==> src/rtl/hamming_pkg.sv <==
// Shared widths, error classes and the syndrome classifier for the Hamming
// decoder error monitor.
package hamming_pkg;

  localparam int DATA_W = 8;
  localparam int CODE_W = 12;
  localparam int SYN_W  = 4;

  typedef enum logic [1:0] {
    ERR_NONE   = 2'd0,
    ERR_CORR   = 2'd1,
    ERR_UNCORR = 2'd2
  } err_class_t;

  // A non-zero syndrome that names a codeword bit was a single-bit error, and
  // the decoder has already fixed it; anything beyond the codeword is uncorrectable.
  function automatic err_class_t classify(input logic [SYN_W-1:0] syn);
    if (syn == '0)
      return ERR_NONE;
    else if (syn <= SYN_W'(CODE_W))
      return ERR_CORR;
    else
      return ERR_UNCORR;
  endfunction

endpackage

==> src/rtl/hamming_sync_fifo.sv <==
// Small synchronous FIFO with the head entry always visible on its output.
module hamming_sync_fifo #(
  parameter int WIDTH = 10,
  parameter int DEPTH = 4
) (
  input  logic             clk,
  input  logic             rst_n,
  input  logic             push,
  input  logic             pop,
  input  logic [WIDTH-1:0] wr_data,
  output logic             full,
  output logic             empty,
  output logic [WIDTH-1:0] head
);

  localparam int AW = $clog2(DEPTH);

  logic [WIDTH-1:0] mem [DEPTH];
  logic [AW:0]      wr_ptr;
  logic [AW:0]      rd_ptr;

  // The extra pointer bit tells a full buffer apart from an empty one.
  assign empty = (wr_ptr == rd_ptr);
  assign full  = (wr_ptr[AW] != rd_ptr[AW]) && (wr_ptr[AW-1:0] == rd_ptr[AW-1:0]);
  assign head  = mem[rd_ptr[AW-1:0]];

  always_ff @(posedge clk or negedge rst_n) begin
    if (!rst_n) begin
      wr_ptr <= '0;
      rd_ptr <= '0;
      for (int i = 0; i < DEPTH; i++) mem[i] <= '0;
    end else begin
      if (push && !full) begin
        mem[wr_ptr[AW-1:0]] <= wr_data;
        wr_ptr <= wr_ptr + 1'b1;
      end
      if (pop && !empty) rd_ptr <= rd_ptr + 1'b1;
    end
  end

endmodule

==> src/rtl/hamming_err_monitor.sv <==
// Classifies decoded bytes by syndrome, buffers them for a valid/ready consumer,
// and tracks saturating error counts plus a windowed error-rate alarm.
module hamming_err_monitor
  import hamming_pkg::*;
#(
  parameter int FIFO_DEPTH   = 4,
  parameter int WINDOW       = 256,
  parameter int ALARM_THRESH = 8,
  parameter int CNT_W        = 16
) (
  input  logic              clk,
  input  logic              rst_n,
  input  logic              in_valid,
  output logic              in_ready,
  input  logic [DATA_W-1:0] in_data,
  input  logic [SYN_W-1:0]  in_syndrome,
  output logic              out_valid,
  input  logic              out_ready,
  output logic [DATA_W-1:0] out_data,
  output err_class_t        out_err,
  input  logic              clr_stats,
  output logic [CNT_W-1:0]  corr_count,
  output logic [CNT_W-1:0]  uncorr_count,
  output logic              alarm
);

  localparam int FIFO_W = DATA_W + 2;
  localparam int WIN_W  = $clog2(WINDOW + 1);

  logic              full;
  logic              empty;
  logic              accept;
  logic              is_err;
  err_class_t        in_class;
  logic [FIFO_W-1:0] head;
  logic [WIN_W-1:0]  win_words;
  logic [WIN_W-1:0]  win_errs;
  logic [WIN_W-1:0]  words_nxt;
  logic [WIN_W-1:0]  errs_nxt;

  assign in_ready  = !full;
  assign out_valid = !empty;
  assign accept    = in_valid && in_ready;
  assign out_data  = head[DATA_W-1:0];
  assign out_err   = err_class_t'(head[FIFO_W-1:DATA_W]);

  always_comb begin
    in_class  = classify(in_syndrome);
    is_err    = (in_class != ERR_NONE);
    words_nxt = win_words + 1'b1;
    errs_nxt  = win_errs + WIN_W'(is_err);
  end

  hamming_sync_fifo #(
    .WIDTH (FIFO_W),
    .DEPTH (FIFO_DEPTH)
  ) u_fifo (
    .clk     (clk),
    .rst_n   (rst_n),
    .push    (accept),
    .pop     (out_valid && out_ready),
    .wr_data ({in_class, in_data}),
    .full    (full),
    .empty   (empty),
    .head    (head)
  );

  // The alarm looks at the post-accept error count so the word that closes a
  // window can still trip it before the window state is zeroed.
  always_ff @(posedge clk or negedge rst_n) begin
    if (!rst_n) begin
      corr_count   <= '0;
      uncorr_count <= '0;
      win_words    <= '0;
      win_errs     <= '0;
      alarm        <= 1'b0;
    end else if (clr_stats) begin
      corr_count   <= '0;
      uncorr_count <= '0;
      win_words    <= '0;
      win_errs     <= '0;
      alarm        <= 1'b0;
    end else if (accept) begin
      if (in_class == ERR_CORR && corr_count != '1)
        corr_count <= corr_count + 1'b1;
      if (in_class == ERR_UNCORR && uncorr_count != '1)
        uncorr_count <= uncorr_count + 1'b1;
      if (errs_nxt >= WIN_W'(ALARM_THRESH))
        alarm <= 1'b1;
      if (words_nxt == WIN_W'(WINDOW)) begin
        win_words <= '0;
        win_errs  <= '0;
      end else begin
        win_words <= words_nxt;
        win_errs  <= errs_nxt;
      end
    end
  end

endmodule

==> config.mk <==
export PLATFORM = sky130hd
export DESIGN_NAME = hamming_err_monitor
export DESIGN_NICKNAME = d
export VERILOG_FILES = /design/src/rtl/hamming_pkg.sv /design/src/rtl/hamming_sync_fifo.sv /design/src/rtl/hamming_err_monitor.sv
export SDC_FILE = /design/constraint.sdc
export NUM_CORES = 1
export LEC_CHECK = 0
export CORE_UTILIZATION = 45
export DETAILED_ROUTE_END_ITERATION = 6
export PLACE_DENSITY = 0.66
export SYNTH_ARGS = -nofsm -noshare
export SYNTH_HDL_FRONTEND = slang
export SYNTH_SLANG_ARGS = --single-unit
==> constraint.sdc <==
create_clock -name clk -period 4.5 [get_ports clk]
set_input_delay 1.35 -clock clk [delete_from_list [all_inputs] [get_ports clk]]
set_output_delay 1.35 -clock clk [all_outputs]
set_load 0.005 [all_outputs]
After elaboration in Yosys (flattened, before gate mapping). Index checks and enable logic that the tools add are counted.

Add/subtract/negate cells: 6. Multipliers: 0. Divide/modulo/power cells: 0. Order comparisons: 5. Equal/unequal tests: 8. Shift operators: 0. Mux-type cells: 23. Bitwise operators: 2. Reductions and logical operators: 19.

Operators with widths (count): 16-bit 2-to-1 mux (6); 9-bit 2-to-1 mux (6); 40-bit bitwise mux (1); 16-bit by 1-bit adder with 16-bit output, second input constant (2); 16-bit != test, second input constant (2); 10-bit 2-to-1 mux (3); 10-bit binary-select mux with 2-bit select (1); 10-bit demux with 2-bit select (1); 2-bit nonzero test (5); 9-bit by 1-bit adder with 9-bit output (1); 9-bit by 1-bit adder with 9-bit output, second input constant (1); 9-bit == test, second input constant (1); 9-bit by 4-bit >= comparator with 1-bit output, second input constant (1); 1-bit logical AND (8); 3-bit by 1-bit adder with 3-bit output, second input constant (2); 3-bit >= comparator, second input constant (2); 2-bit NOT with 3-bit output (2); 2-bit AND reduction (3); 4-bit <= comparator, second input constant (1); 4-bit zero test (1); 2-bit 2-to-1 mux (2); 3-bit == test (1); 3-bit by 1-bit < comparator with 1-bit output, second input constant (1); 1-bit 2-to-1 mux (3); 5 further kinds (6).

Register bits after elaboration: 97. Bits in latches: 0. RAM bits: 0. Memory bits (read-only): 0. Output and inout port bits: 45. Logic and storage cells: 74. Memories: 0.

Depth between registers and ports, before layout.
Depth after elaboration: 9. Gate-level depth with buffers: 8.

Modules after synthesis. Synthesis repeated with hierarchy kept, for this count alone.

Cells, all modules: 463. Area, all modules: 5162.5 um^2.

Modules (own cells, without submodules): hamming_err_monitor (times used 1, cells each 323, area each 2985.4 um^2); hamming_sync_fifo (times used 1, cells each 140, area each 2177.1 um^2).

Least setup slack after synthesis. Ideal clock, no wire load.

Path type: input -> register. Start point: in in_syndrome[3]. End point: reg alarm. Arrival time: 3.237 ns. Data required time: 4.364 ns. Setup slack: 1.127 ns. Cell stages on the path: 8. Buffers on the path: 0. Cells stage by stage: or4_1 ha_1 ha_1 nand2_1 nor2_1 or3_1 a2111oi_0 nor3_1.

Word-level cells in the longest chain between the ends: 8.

Ends and longest elaborated chain: start: declaration (line hamming_err_monitor.sv:16) `input logic [SYN_W-1:0] in_syndrome,`; 4-bit <= comparator (line hamming_pkg.sv:20) `else if (syn <= SYN_W'(CODE_W))`; 2-bit 2-to-1 mux (line hamming_pkg.sv:20); 2-bit 2-to-1 mux (*) (line hamming_pkg.sv:18) `if (syn == '0)`; 2-bit nonzero test (*) (line hamming_err_monitor.sv:49) `is_err = (in_class != ERR_NONE);`; 9-bit by 1-bit adder with 9-bit output (*) (line hamming_err_monitor.sv:51) `errs_nxt = win_errs + WIN_W'(is_err);`; 9-bit by 4-bit >= comparator with 1-bit output (*) (line hamming_err_monitor.sv:88) `if (errs_nxt >= WIN_W'(ALARM_THRESH))`; 2-bit nonzero test (no line) (*); 2-bit AND reduction (no line) (*); end signal: assignment (line hamming_err_monitor.sv:76) `alarm <= 1'b0;`; end signal: assignment (line hamming_err_monitor.sv:82) `alarm <= 1'b0;`; end signal: assignment (line hamming_err_monitor.sv:89) `alarm <= 1'b1;`; end: declaration (line hamming_err_monitor.sv:24) `output logic alarm`.

Mark *: on every way between the ends. The rest lies on a longest branch, timed or not. A chain may end at the register's enable or synchronous reset.

Worst setup path in the final report.
Start point: reg u_fifo.rd_ptr[0]. End point: out out_err[1].

Word-level cells in the longest chain between the ends: 4.

Ends and longest elaborated chain: start: declaration (line hamming_sync_fifo.sv:20) `logic [AW:0] rd_ptr;`; start signal: assignment (line hamming_sync_fifo.sv:37) `if (pop && !empty) rd_ptr <= rd_ptr + 1'b1;`; 2-bit NOT with 3-bit output (implied by the code) (line hamming_sync_fifo.sv:25) `assign head = mem[rd_ptr[AW-1:0]];`; 10-bit binary-select mux with 2-bit select (line hamming_sync_fifo.sv:25); 10-bit 2-to-1 mux (implied by the code) (2 in series) (line hamming_sync_fifo.sv:25); end: declaration (line hamming_err_monitor.sv:20) `output err_class_t out_err,`.

No other way between the ends. The select of a mux whose other input is x is not followed.

==> impl_metrics.env <==
export IMPL_core_area_um2=10400
export IMPL_synth_yosys_seq_area_share=0.499
export IMPL_dpl_worst_slack_ns=0.501
export IMPL_worstSetupStartpointType="flip-flop"
export IMPL_wl_met3_um=360
export IMPL_drc=0
export IMPL_critPathMaxFanout=13
export IMPL_max_clock_freq_ghz=0.274
export IMPL_cts_sinks=97
export IMPL_path_cells="mux4_2 -> clkdlybuf4s50_1"
export IMPL_worstMarginPinSlew_ns=0.819
export IMPL_place_congestion=0.810
export IMPL_async_set_reset_flop_share_out_of_synthesis=1.00
export IMPL_synth_top_flop_cell="sky130_fd_sc_hd__dfrtp_1"
export IMPL_synthDistinctLibCells=45
export IMPL_clock_tree_from_tritoncts="yes"
export IMPL_synthesis_nets=464
export IMPL_synth_area_per_cell_um2=11.1
export IMPL_synth_seq_cells=97
export IMPL_power_density_nw_per_um2=504
export IMPL_leakagePower_nw=2.37
export IMPL_setup_viol=0
export IMPL_fill_cells=948
export IMPL_criticalPathCategory="reg -> out"
export IMPL_finalMaxSlewViolations=0
export IMPL_power_combinational_fraction=0.344
export IMPL_synth_largest_area_cell="sky130_fd_sc_hd__dfrtp_1"
export IMPL_timing_final_ws_setup_ns=0.849
export IMPL_p_sw_frac=0.310
export IMPL_layout_cell_share_with_drive_strength_beyond_1=0.145
export IMPL_remaining_antenna_violation_count=0
export IMPL_port_buffers=61
export IMPL_globalRoute_totalOverflow=0
export IMPL_worst_ir_drop_vdd_v=0.000259
export IMPL_syn_area_um2=4870
export IMPL_critical_path_top_delay_family="flip-flops"
export IMPL_cpMaxStageDelayCell="sky130_fd_sc_hd__dfrtp_1"
export IMPL_post_dp_hpwl_um=7090
export IMPL_drt_first_pass_iters=4
export IMPL_worstSetupEndpointType="output pin"
export IMPL_fraction_of_power_consumed_by_sequential_logic=0.437
export IMPL_dieHeight_um=106
export IMPL_root_buffer_cell="sky130_fd_sc_hd__clkbuf_8"
export IMPL_fin_tns_setup_ns=0
export IMPL_die_w_um=106
export IMPL_grt_antenna_before_repair=0
export IMPL_multi_input_comb_area_um2=2350
export IMPL_route_final_wire_length_um=10200
export IMPL_detailroute_wirelength_met2_um=4980
export IMPL_vias_per_cell=5.65
export IMPL_design_die_area_um2=11200
export IMPL_worst_hold_path_type="reg -> reg"
export IMPL_critical_path_required_ns=3.15
export IMPL_num_vias=3604
export IMPL_grt_pass1_vias=3571
export IMPL_yosys_warnings=0
export IMPL_critical_path_max_stage_delay_ns=0.86
export IMPL_final_worst_clock_skew_ns=0.00929
export IMPL_clock_latency_ns=0.37
export IMPL_initial_core_utilization=0.467
export IMPL_post_cts_hold_buffer_count=0
export IMPL_synthTopCellsByArea="sky130_fd_sc_hd__dfrtp_1, sky130_fd_sc_hd__mux2_2, sky130_fd_sc_hd__mux4_2"
export IMPL_worstPathBufferInverterCount=1
export IMPL_switching_power_mw=0.913
export IMPL_antennaDiodeCount=0
export IMPL_number_of_buffers_on_the_longest_clock_path=2
export IMPL_post_cts_setup_buffer_count=0
export IMPL_initial_drt_markers=220
export IMPL_top_level_ports=62
export IMPL_most_frequent_cell_after_synthesis="sky130_fd_sc_hd__dfrtp_1"
export IMPL_status="completed"
export IMPL_hold_viol=0
export IMPL_post_route_min_period_ns=3.65
export IMPL_finalCritPeriodShare=0.811
export IMPL_clkPwrFrac=0.219
export IMPL_rsz0062_at_grt="false"
export IMPL_placement_row_count=37
export IMPL_grt_pass1_wl_um=17300
export IMPL_clock_edge_transition_at_the_registers_on_the_reported_setup_and_hold_paths_ns=0.10
export IMPL_detail_route_wl_per_cell_um=16.0
export IMPL_cts_buffer_count=9
export IMPL_cts_htree_levels=3
export IMPL_synth_top_cell_area_share=0.499
export IMPL_regArea_um2=2430
export IMPL_syn_inst=437
export IMPL_grtUsageTotal=0.195
export IMPL_fin_nets=524
export IMPL_timing_max_cap_violations=0
export IMPL_post_route_m1_wl_um=4690
export IMPL_highest_layer="met4"
export IMPL_number_of_synthesized_flops_with_an_enable_pin=0
export IMPL_pin_count_of_the_biggest_net_entering_global_routing=45
export IMPL_netlist_top_cells_count="sky130_fd_sc_hd__dfrtp_1, sky130_fd_sc_hd__nor2_1, sky130_fd_sc_hd__mux2_2, sky130_fd_sc_hd__nand2_1, sky130_fd_sc_hd__xnor2_1"
export IMPL_slew_headroom=0.449
export IMPL_flow_area_growth_from_synthesis_pct=20.4
export IMPL_worstPathArrival_ns=2.30
export IMPL_p_int_mw=2.04
export IMPL_cts_repair_resize_count=0
==> per-layer routing <==
layer  vias to the layer above  global-route usage
met3                        16              0.0362
met4                         0              0.0694
met5                         -                   0
li1                       1725                   -
met1                      1791               0.251
met2                        72               0.329
==> cell type report <==
type	instances	area share
sequential	97	0.414
multi-input combinational	314	0.401
timing repair buffer	68	0.113
tap	136	0.0290
clock buffer	10	0.0218
clock inverter	6	0.0169
inverter	7	0.00449
==> cell usage in the layout (no fill, tap or decap), types with 2 or more instances in the layout <==
cell                              instances
sky130_fd_sc_hd__nor4_1                  10
sky130_fd_sc_hd__bufinv_16                2
sky130_fd_sc_hd__and4_1                   6
sky130_fd_sc_hd__nand2b_1                 2
sky130_fd_sc_hd__nor3_1                  11
sky130_fd_sc_hd__a32o_1                   5
sky130_fd_sc_hd__nand4_1                 14
sky130_fd_sc_hd__o211ai_1                 5
sky130_fd_sc_hd__a211oi_1                 6
sky130_fd_sc_hd__nor4b_1                  2
sky130_fd_sc_hd__dfrtp_1                 97
sky130_fd_sc_hd__or3_1                    7
sky130_fd_sc_hd__inv_1                    7
sky130_fd_sc_hd__buf_4                    8
sky130_fd_sc_hd__inv_8                    2
sky130_fd_sc_hd__nand3b_1                 2
sky130_fd_sc_hd__nor2b_1                  5
sky130_fd_sc_hd__mux2_2                  36
sky130_fd_sc_hd__a21oi_1                  7
sky130_fd_sc_hd__mux2i_1                  3
sky130_fd_sc_hd__and2_1                   2
sky130_fd_sc_hd__xor2_1                  17
sky130_fd_sc_hd__xnor2_1                 25
sky130_fd_sc_hd__or4_1                    4
sky130_fd_sc_hd__ha_1                    10
sky130_fd_sc_hd__o2111ai_1                5
sky130_fd_sc_hd__clkdlybuf4s50_1         60
sky130_fd_sc_hd__and3_1                   2
sky130_fd_sc_hd__mux4_2                  10
sky130_fd_sc_hd__nand3_1                 17
sky130_fd_sc_hd__nor2_1                  43
sky130_fd_sc_hd__clkbuf_8                 9
sky130_fd_sc_hd__o21ai_0                 14
sky130_fd_sc_hd__nand2_1                 31
==> worst min-delay path: stages, from the launching register on <==
cell	delay (ns)
sky130_fd_sc_hd__dfrtp_1	0.35
sky130_fd_sc_hd__nand2_1	0.05
sky130_fd_sc_hd__o21ai_0	0.06
==> path summary, 6_finish.rpt <==
kind / from / endpoint / slack, ns / depth (start not counted)
setup / recovery: u_fifo.rd_ptr[0]$_DFFE_PN0P_ / out_err[1] / 0.85 / 2
hold / removal: u_fifo.mem[28]$_DFFE_PN0P_ / u_fifo.mem[28]$_DFFE_PN0P_ / 0.49 / 2
setup reg to reg: u_fifo.rd_ptr[0]$_DFFE_PN0P_ / corr_count[14]$_DFFE_PN0P_ / 1.68 / 5
hold reg to reg: u_fifo.mem[28]$_DFFE_PN0P_ / u_fifo.mem[28]$_DFFE_PN0P_ / 0.49 / 2
max in group asynchronous: rst_n / corr_count[15]$_DFFE_PN0P_ / 2.70 / 2
min in group asynchronous: rst_n / u_fifo.wr_ptr[0]$_DFFE_PN0P_ / 0.97 / 1
==> flip-flops by register name (all words and copies together), names as in the netlist <==
register and count:
alarm 1, corr_count 16, u_fifo.mem 40, u_fifo.rd_ptr 3, u_fifo.wr_ptr 3, uncorr_count 16, win_errs 9, win_words 9
==> cells by family after synthesis <==
logic type / share of synthesized area
DFF: 0.499
and+or+nand+nor: 0.165
buffers and inverters: 0.0203
adders and majority gates: 0.0257
muxes: 0.136
AOI/OAI and AO/OA: 0.0792
xor gates and xnor gates: 0.0756
==> metrics by stage <==
stage	cell area, um2	hold WS (ns)	util	total power [mW]	cells
2_1_floorplan	4870	0.445	-	1.91	437
3_5_place_dp	5630	0.474	0.541	2.34	622
6_report	5860	0.492	0.562	2.95	638
5_1_grt	5860	0.518	0.562	3.14	638
4_1_cts	5860	0.499	0.562	2.99	638
3_3_place_gp	5630	0.457	0.541	2.30	622
==> power by group through the flow <==
| stage | clock network [mW] | registers [mW] | logic [mW] |
|---|---|---|---|
| after floorplan | 0 | 1.22 | 0.694 |
| after global placement | 0 | 1.29 | 1.00 |
| after detailed placement | 0 | 1.31 | 1.03 |
| after CTS | 0.666 | 1.29 | 1.03 |
| after global routing | 0.693 | 1.33 | 1.12 |
| final | 0.646 | 1.29 | 1.01 |
Note: power is estimated with default switching activity, not from simulation.
